### src/rtl/data_router_pkg.sv
// Shared types and widths for the data router sequencer (data_router_ctrl, dr_addr_gen).
package data_router_pkg;

  localparam int unsigned BANKW = 8;
  localparam int unsigned ROWW  = 8;
  localparam int unsigned COLW  = 28;

  typedef enum logic [1:0] {
    RR = 2'b00,
    BR = 2'b01,
    RP = 2'b10,
    NE = 2'b11
  } rpsel_e;

  typedef enum logic [1:0] {
    S_IDLE     = 2'b00,
    S_WAIT_BLK = 2'b01,
    S_ISSUE    = 2'b10,
    S_DONE     = 2'b11
  } ctrl_state_e;

  // Router address payload presented alongside rpsel
  typedef struct packed {
    logic [BANKW-1:0] bank;
    logic [ROWW-1:0]  row;
    logic [COLW-1:0]  col;
  } rtr_addr_t;

  // Counter width for a 0..n-1 range; never narrower than one bit
  function automatic int unsigned cnt_w(input int unsigned n);
    return (n > 1) ? $clog2(n) : 1;
  endfunction

endpackage

### src/rtl/dr_addr_gen.sv
// Nested bank/row/col counters walking one router block in the selected rpsel mode.
module dr_addr_gen
  import data_router_pkg::*;
#(
  parameter int unsigned POY    = 3,
  parameter int unsigned BUFH   = 3,
  parameter int unsigned BUFW   = 32,
  parameter int unsigned KSIZE  = 3,
  parameter int unsigned STRIDE = 1
) (
  input  logic      clk,
  input  logic      rst_n,
  input  rpsel_e    mode,
  input  logic      step,
  input  logic      clr,
  output rtr_addr_t addr,
  output logic      last
);

  localparam int unsigned BW = cnt_w(POY);
  localparam int unsigned RW = cnt_w(BUFH);
  localparam int unsigned CW = cnt_w(BUFW);

  localparam logic [BW-1:0] BANK_MAX   = BW'(POY - 1);
  localparam logic [RW-1:0] ROW_MAX    = RW'(BUFH - 1);
  localparam logic [RW-1:0] ROW_MAX_RR = RW'(KSIZE - 1);

  logic [BW-1:0] bank_q, bank_d;
  logic [RW-1:0] row_q, row_d;
  logic [CW-1:0] col_q, col_d;
  logic          row_last;
  logic          col_last;

  // End-of-range detection and next counter values
  always_comb begin
    bank_d   = bank_q;
    row_d    = row_q;
    col_d    = col_q;
    row_last = (mode == RR) ? (row_q == ROW_MAX_RR) : (row_q == ROW_MAX);
    col_last = (32'(col_q) + STRIDE) >= BUFW;
    case (mode)
      BR:      last = row_last && (bank_q == BANK_MAX);
      RP:      last = row_last && col_last;
      default: last = row_last;
    endcase

    if (clr || (step && last)) begin
      bank_d = '0;
      row_d  = '0;
      col_d  = '0;
    end else if (step) begin
      case (mode)
        BR: begin
          if (row_last) begin
            row_d  = '0;
            bank_d = bank_q + BW'(1);
          end else begin
            row_d = row_q + RW'(1);
          end
        end
        RP: begin
          if (col_last) begin
            col_d = '0;
            row_d = row_q + RW'(1);
          end else begin
            col_d = CW'(32'(col_q) + STRIDE);
          end
        end
        default: row_d = row_q + RW'(1);
      endcase
    end
  end

  always_ff @(posedge clk or negedge rst_n) begin
    if (!rst_n) begin
      bank_q <= '0;
      row_q  <= '0;
      col_q  <= '0;
    end else begin
      bank_q <= bank_d;
      row_q  <= row_d;
      col_q  <= col_d;
    end
  end

  assign addr.bank = BANKW'(bank_q);
  assign addr.row  = ROWW'(row_q);
  assign addr.col  = COLW'(col_q);

endmodule

### src/rtl/data_router_ctrl.sv
// Data router sequencer: waits for buffer blocks and walks router windows to the PE array.
// Optional perf counters built when DATA_ROUTER_PERF_EN is defined.
module data_router_ctrl
  import data_router_pkg::*;
#(
  parameter int unsigned POY    = 3,
  parameter int unsigned BUFH   = 3,
  parameter int unsigned BUFW   = 32,
  parameter int unsigned KSIZE  = 3,
  parameter int unsigned STRIDE = 1
) (
  input  logic             clk,
  input  logic             rst_n,
  input  logic             start,
  input  logic [1:0]       cfg_mode,
  input  logic [15:0]      cfg_nblk,
  input  logic             blkend,
  input  logic             pe_ready,
  output logic [BANKW-1:0] bank,
  output logic [ROWW-1:0]  row,
  output logic [COLW-1:0]  col,
  output logic [1:0]       rpsel,
  output logic             data_vld,
  output logic             blk_done,
  output logic             layer_done,
  output logic             busy,
  output logic             err_ovf,
  output logic [31:0]      perf_stall,
  output logic [31:0]      perf_beats
);

  ctrl_state_e state_q, state_d;
  rpsel_e      mode_q;
  rpsel_e      rpsel_q;
  logic [15:0] nblk_q;
  logic [15:0] blk_cnt_q;
  logic        pend_q;
  logic        err_q;
  logic        data_vld_q;
  logic        layer_done_q;
  logic        busy_q;
  logic        beat;
  logic        start_acc;
  logic        ag_last;
  rtr_addr_t   ag_addr;

  always_ff @(posedge clk or negedge rst_n) begin
    if (!rst_n) state_q <= S_IDLE;
    else        state_q <= state_d;
  end

  // Next state, beat qualification and last-beat pulse
  always_comb begin
    state_d   = state_q;
    beat      = 1'b0;
    start_acc = 1'b0;
    blk_done  = 1'b0;
    case (state_q)
      S_IDLE: begin
        if (start) begin
          start_acc = 1'b1;
          state_d   = (cfg_nblk == 16'd0) ? S_DONE : S_WAIT_BLK;
        end
      end
      S_WAIT_BLK: begin
        if (blkend || pend_q) state_d = S_ISSUE;
      end
      S_ISSUE: begin
        if (pe_ready) begin
          beat = 1'b1;
          if (ag_last) begin
            blk_done = 1'b1;
            state_d  = (blk_cnt_q == nblk_q - 16'd1) ? S_DONE : S_WAIT_BLK;
          end
        end
      end
      S_DONE:  state_d = S_IDLE;
      default: state_d = S_IDLE;
    endcase
  end

  // Layer configuration and block count
  always_ff @(posedge clk or negedge rst_n) begin
    if (!rst_n) begin
      mode_q    <= RR;
      nblk_q    <= '0;
      blk_cnt_q <= '0;
    end else begin
      if (start_acc) begin
        mode_q    <= (cfg_mode == 2'b11) ? RR : rpsel_e'(cfg_mode);
        nblk_q    <= cfg_nblk;
        blk_cnt_q <= '0;
      end else if (blk_done) begin
        blk_cnt_q <= blk_cnt_q + 16'd1;
      end
    end
  end

  // A blkend seen in WAIT_BLK is consumed by the transition; elsewhere it is queued once
  always_ff @(posedge clk or negedge rst_n) begin
    if (!rst_n) begin
      pend_q <= 1'b0;
      err_q  <= 1'b0;
    end else begin
      if (state_q == S_WAIT_BLK) begin
        pend_q <= blkend && pend_q;
      end else if (blkend) begin
        pend_q <= 1'b1;
        if (pend_q) err_q <= 1'b1;
      end
      if (start_acc && (cfg_mode == 2'b11)) err_q <= 1'b1;
    end
  end

  always_ff @(posedge clk or negedge rst_n) begin
    if (!rst_n) begin
      data_vld_q   <= 1'b0;
      layer_done_q <= 1'b0;
      busy_q       <= 1'b0;
      rpsel_q      <= RR;
    end else begin
      data_vld_q   <= beat;
      layer_done_q <= (state_d == S_DONE);
      busy_q       <= (state_d != S_IDLE);
      rpsel_q      <= (state_d == S_ISSUE) ? mode_q : RR;
    end
  end

  // Counters idle at zero outside ISSUE, so the addresses read zero there
  dr_addr_gen #(
    .POY    (POY),
    .BUFH   (BUFH),
    .BUFW   (BUFW),
    .KSIZE  (KSIZE),
    .STRIDE (STRIDE)
  ) u_addr_gen (
    .clk   (clk),
    .rst_n (rst_n),
    .mode  (mode_q),
    .step  (beat),
    .clr   (state_q != S_ISSUE),
    .addr  (ag_addr),
    .last  (ag_last)
  );

  assign bank       = ag_addr.bank;
  assign row        = ag_addr.row;
  assign col        = ag_addr.col;
  assign rpsel      = rpsel_q;
  assign data_vld   = data_vld_q;
  assign layer_done = layer_done_q;
  assign busy       = busy_q;
  assign err_ovf    = err_q;

`ifdef DATA_ROUTER_PERF_EN
  logic [31:0] stall_q;
  logic [31:0] beats_q;

  always_ff @(posedge clk or negedge rst_n) begin
    if (!rst_n) begin
      stall_q <= '0;
      beats_q <= '0;
    end else if (start_acc) begin
      stall_q <= '0;
      beats_q <= '0;
    end else begin
      if ((state_q == S_ISSUE) && !pe_ready && (stall_q != '1)) stall_q <= stall_q + 32'd1;
      if (beat && (beats_q != '1)) beats_q <= beats_q + 32'd1;
    end
  end

  assign perf_stall = stall_q;
  assign perf_beats = beats_q;
`else
  assign perf_stall = '0;
  assign perf_beats = '0;
`endif

endmodule
### config.mk
export PLATFORM = sky130hd
export DESIGN_NAME = data_router_ctrl
export DESIGN_NICKNAME = d
export VERILOG_FILES = /design/src/rtl/data_router_pkg.sv /design/src/rtl/dr_addr_gen.sv /design/src/rtl/data_router_ctrl.sv
export SDC_FILE = /design/constraint.sdc
export NUM_CORES = 1
export LEC_CHECK = 0
export CORE_ASPECT_RATIO = 0.5
export CORE_UTILIZATION = 40
export CTS_CLUSTER_DIAMETER = 150
export DETAILED_ROUTE_END_ITERATION = 12
export PLACE_DENSITY = 0.73
export SLEW_MARGIN = 30
export SYNTH_ARGS = -nofsm -noshare
export SYNTH_HDL_FRONTEND = slang
export SYNTH_SLANG_ARGS = --single-unit
export TNS_END_PERCENT = 50
### constraint.sdc
create_clock -name clk -period 3.4 [get_ports clk]
set_clock_uncertainty 0.2 [all_clocks]
set_input_delay 0.68 -clock clk [delete_from_list [all_inputs] [get_ports clk]]
set_output_delay 0.68 -clock clk [all_outputs]
set_load 0.01 [all_outputs]
==> impl_metrics.py <==
metrics = {
    "clock_tree": {
        "path_clk_slew_ns": 0.06,
        "root_buffer": "clkbuf_16",
        "postCtsSetupBuffers": 0,
        "clkSinkCount": 52,
        "cts.htree.levels": 2,
        "cts_buffer_depth": 2,
        "clock_latency_ns": 0.29,
        "cts_buffers": 5,
        "cts_hold_buf": 0,
        "tritoncts": "done",
        "cts_resized": 0,
    },
    "timing": {
        "layout_setup_ws_ns": 0.2495,
        "worst_pin_slew_ns": 0.6535,
        "min_period_over_period_pct": 92.66,
        "rsz0062_at_grt": "no",
        "drv_slew": 0,
        "hold_violations": 0,
        "period_needed_ns": 3.151,
        "final.setup.tns_ns": 0,
        "fmax_mhz": 317.4,
        "finalSetupViolations": 0,
        "timing.hold.ws_ns": 0.09426,
        "max-slew-margin-rel_pct": 56.43,
    },
    "floorplanning": {
        "start_util_pct": 41.85,
        "dieWidth_um": 138.2,
        "core_um2": 8859,
        "dieHeight_um": 70.08,
        "rows": 24,
        "ios": 138,
        "dieArea_um2": 9681,
    },
    "route": {
        "firstDrtPassIters": 8,
        "wl_per_cell_um": 11.95,
        "ant_nets": 0,
        "wl_um": 6740,
        "drc": 24,
        "num_vias": 2644,
        "initialDrtViolationCount": 186,
        "via_per_inst": 4.688,
    },
    "setup_path": {
        "cp_slowest_cell": "clkdlybuf4s50_1",
        "worst-path-buf-inv": 2,
        "cp-end-kind": "output pin",
        "critPathMostFrequentCell": "clkdlybuf4s50_1",
        "startpoint": "pe_ready",
        "crit_required_ns": 2.52,
        "crit_chain": "clkdlybuf4s50_1, and3b_1, nand2_1, nor2_1, clkdlybuf4s50_1",
        "critical_path_class": "in2out",
        "r2r_start": "nblk_q[3]",
        "cp_max_fo": 6,
        "max_stage_delay_ns": 0.56,
        "cp.arrival_ns": 2.27,
        "cp_top_family": "buffers and inverters",
        "start_kind": "primary input",
    },
    "pwr": {
        "p_leak_nw": 1.816,
        "p_per_area_nw_per_um2": 651.7,
        "ir_worst_vdd_mv": 0.2683,
    },
    "placement": {
        "place_congestion": 0.8937,
        "place_ws_ns": 0.2459,
        "dp.cells": 556,
        "io_buffer_count": 38,
        "dp_hpwl_um": 5106,
        "dpl_cell_area_um2": 3875,
    },
    "global_routing": {
        "grt_pass1_vias": 2326,
        "antenna_found_initial": 0,
        "grt_usage_pct": 14.32,
        "gr-total-overflow": 0,
        "grt_max_degree": 43,
        "grt_pass1_wl_um": 11140,
    },
    "logic_synthesis": {
        "synthSimpleGateAreaFrac_pct": 19.54,
        "synth_top_flop_cell": "dfrtp_1",
        "synth_cells": 405,
        "synth_top_family_by_area": "buffers and inverters",
        "async_flop_share_pct": 100.0,
        "synthAdderAreaFrac_pct": 2.295,
        "synth-compound-area-share_pct": 7.594,
        "synth.mux.area_fraction_pct": 4.219,
        "synthDistinctLibCells": 50,
        "ys_ff_latch": 52,
        "yosys_warnings": 0,
        "seq_area_frac_synth_pct": 35.10,
        "yosys.area_share.xor_xnor_pct": 8.876,
        "synth_edf_count": 0,
        "synth_area_um2": 3707,
        "avgSynthCellArea_um2": 9.154,
    },
    "status": {
        "status": "finished with violations",
        "violations": "DRC",
    },
    "min_path": {
        "min_path_type": "in2async",
    },
    "final_layout": {
        "fin_area_um2": 4039,
        "layout.nets": 475,
        "area_delta_synth_final_pct": 8.944,
        "diodes": 0,
        "instances_no_fill": 564,
        "drive_gt1_share_pct": 7.830,
    },
    "job": {
        "cap_violations": 0,
    },
}
## path summary, 6_finish.rpt
kind,to,slack (ns),cells after the start
worst max register to register,layer_done,0.74,6
worst max-delay path,blk_done,0.25,5
max in group asynchronous,blk_cnt_q[10],2.12,2
min in group clk,err_ovf,0.26,1
worst min-delay path,nblk_q[0],0.09,1
worst min register to register,err_ovf,0.26,1
## final cells by class
cell class / count / area, µm²
Clock buffer: 6 / 128.9
Inverter: 9 / 33.78
Clock inverter: 2 / 35.03
Tap cell: 117 / 146.4
Fill cell: 858 / 4820
Multi-Input combinational cell: 333 / 1953
Sequential cell: 52 / 1301
Timing Repair Buffer: 45 / 440.4
## registers in the layout, summed over array words and instances, names as in the netlist
signal,count
err_ovf,1
layer_done,1
busy,1
state_q,2
blk_cnt_q,16
rpsel,2
u_addr_gen.col_q,5
u_addr_gen.row_q,2
nblk_q,16
data_vld,1
pend_q,1
mode_q,2
u_addr_gen.bank_q,2
## kinds of logic (layout without fill, tap and decap cells)
logic type               Yosys count  after routing
AO/OA/AOI/OAI                     45             45
AND/OR/NAND/NOR                  132            132
XOR/XNOR                          36             36
buffers and inverters            118             62
flip-flops                        52             52
adder cells (fa/ha/maj)            7              7
other                              1             99
multiplexers                      14             14
## cells in the mapped netlist, types with 5 or more instances
master	number	area share [%]
buf_4	100	20
dfrtp_1	52	35
nor2_1	24	2.4
nand2_1	23	2.3
xnor2_1	18	4.3
nor3_1	17	2.3
o21ai_0	17	2.3
xor2_1	17	4.0
mux2_2	13	3.9
nand3_1	12	1.6
a21oi_1	9	1.2
inv_1	9	0.91
nor4_1	9	1.5
clkbuf_1	8	0.81
ha_1	6	2.0
nand2b_1	6	1.0
nand4_1	6	1.0
nor2b_1	6	1.0
nand3b_1	5	1.0
## routing by layer
metal	part of all wire, %	up-vias	track usage [%]
li1	-	1275	-
met1	48	1252	19.53
met2	45	111	23.47
met3	6.0	6	2.881
met4	0.82	0	3.371
met5	0	-	0
## through the flow
| step | total power [mW] | utilization (%) |
|---|---|---|
| CTS | 2.646 | 45.59 |
| global route | 2.821 | 45.59 |
| global placement | 2.045 | 43.74 |
| floorplan | 1.831 | - |
| finish | 2.632 | 45.59 |
| detailed placement | 2.072 | 43.74 |
## report_power, final
part / switching (mW) / internal (mW) / total, mW
combinational: 0.553 / 0.520 / 1.07
clock: 0.222 / 0.347 / 0.568
sequential: 0.208 / 0.783 / 0.990
## cells in the final DEF (no fill, tap or decap), types with 2 or more instances in the layout
cell / count
clkdlybuf4s50_1: 37
a21oi_1: 9
xor2_1: 17
nor3_1: 17
or3_1: 4
a211oi_1: 2
nand2_1: 23
ha_1: 6
nand3_1: 12
nand2b_1: 6
nor2b_1: 6
and3_1: 4
clkbuf_16: 5
o21ai_0: 17
and2_1: 2
xnor2_1: 18
nand4_1: 6
nand3b_1: 5
conb_1: 99
dfrtp_1: 52
nor4_1: 9
a2111oi_0: 2
inv_1: 9
and3b_1: 2
mux2_2: 13
buf_4: 6
nor2_1: 24
nor3b_1: 3
o22ai_1: 3
and4_1: 2
a21o_1: 2
(Power assumes the default switching activity.)
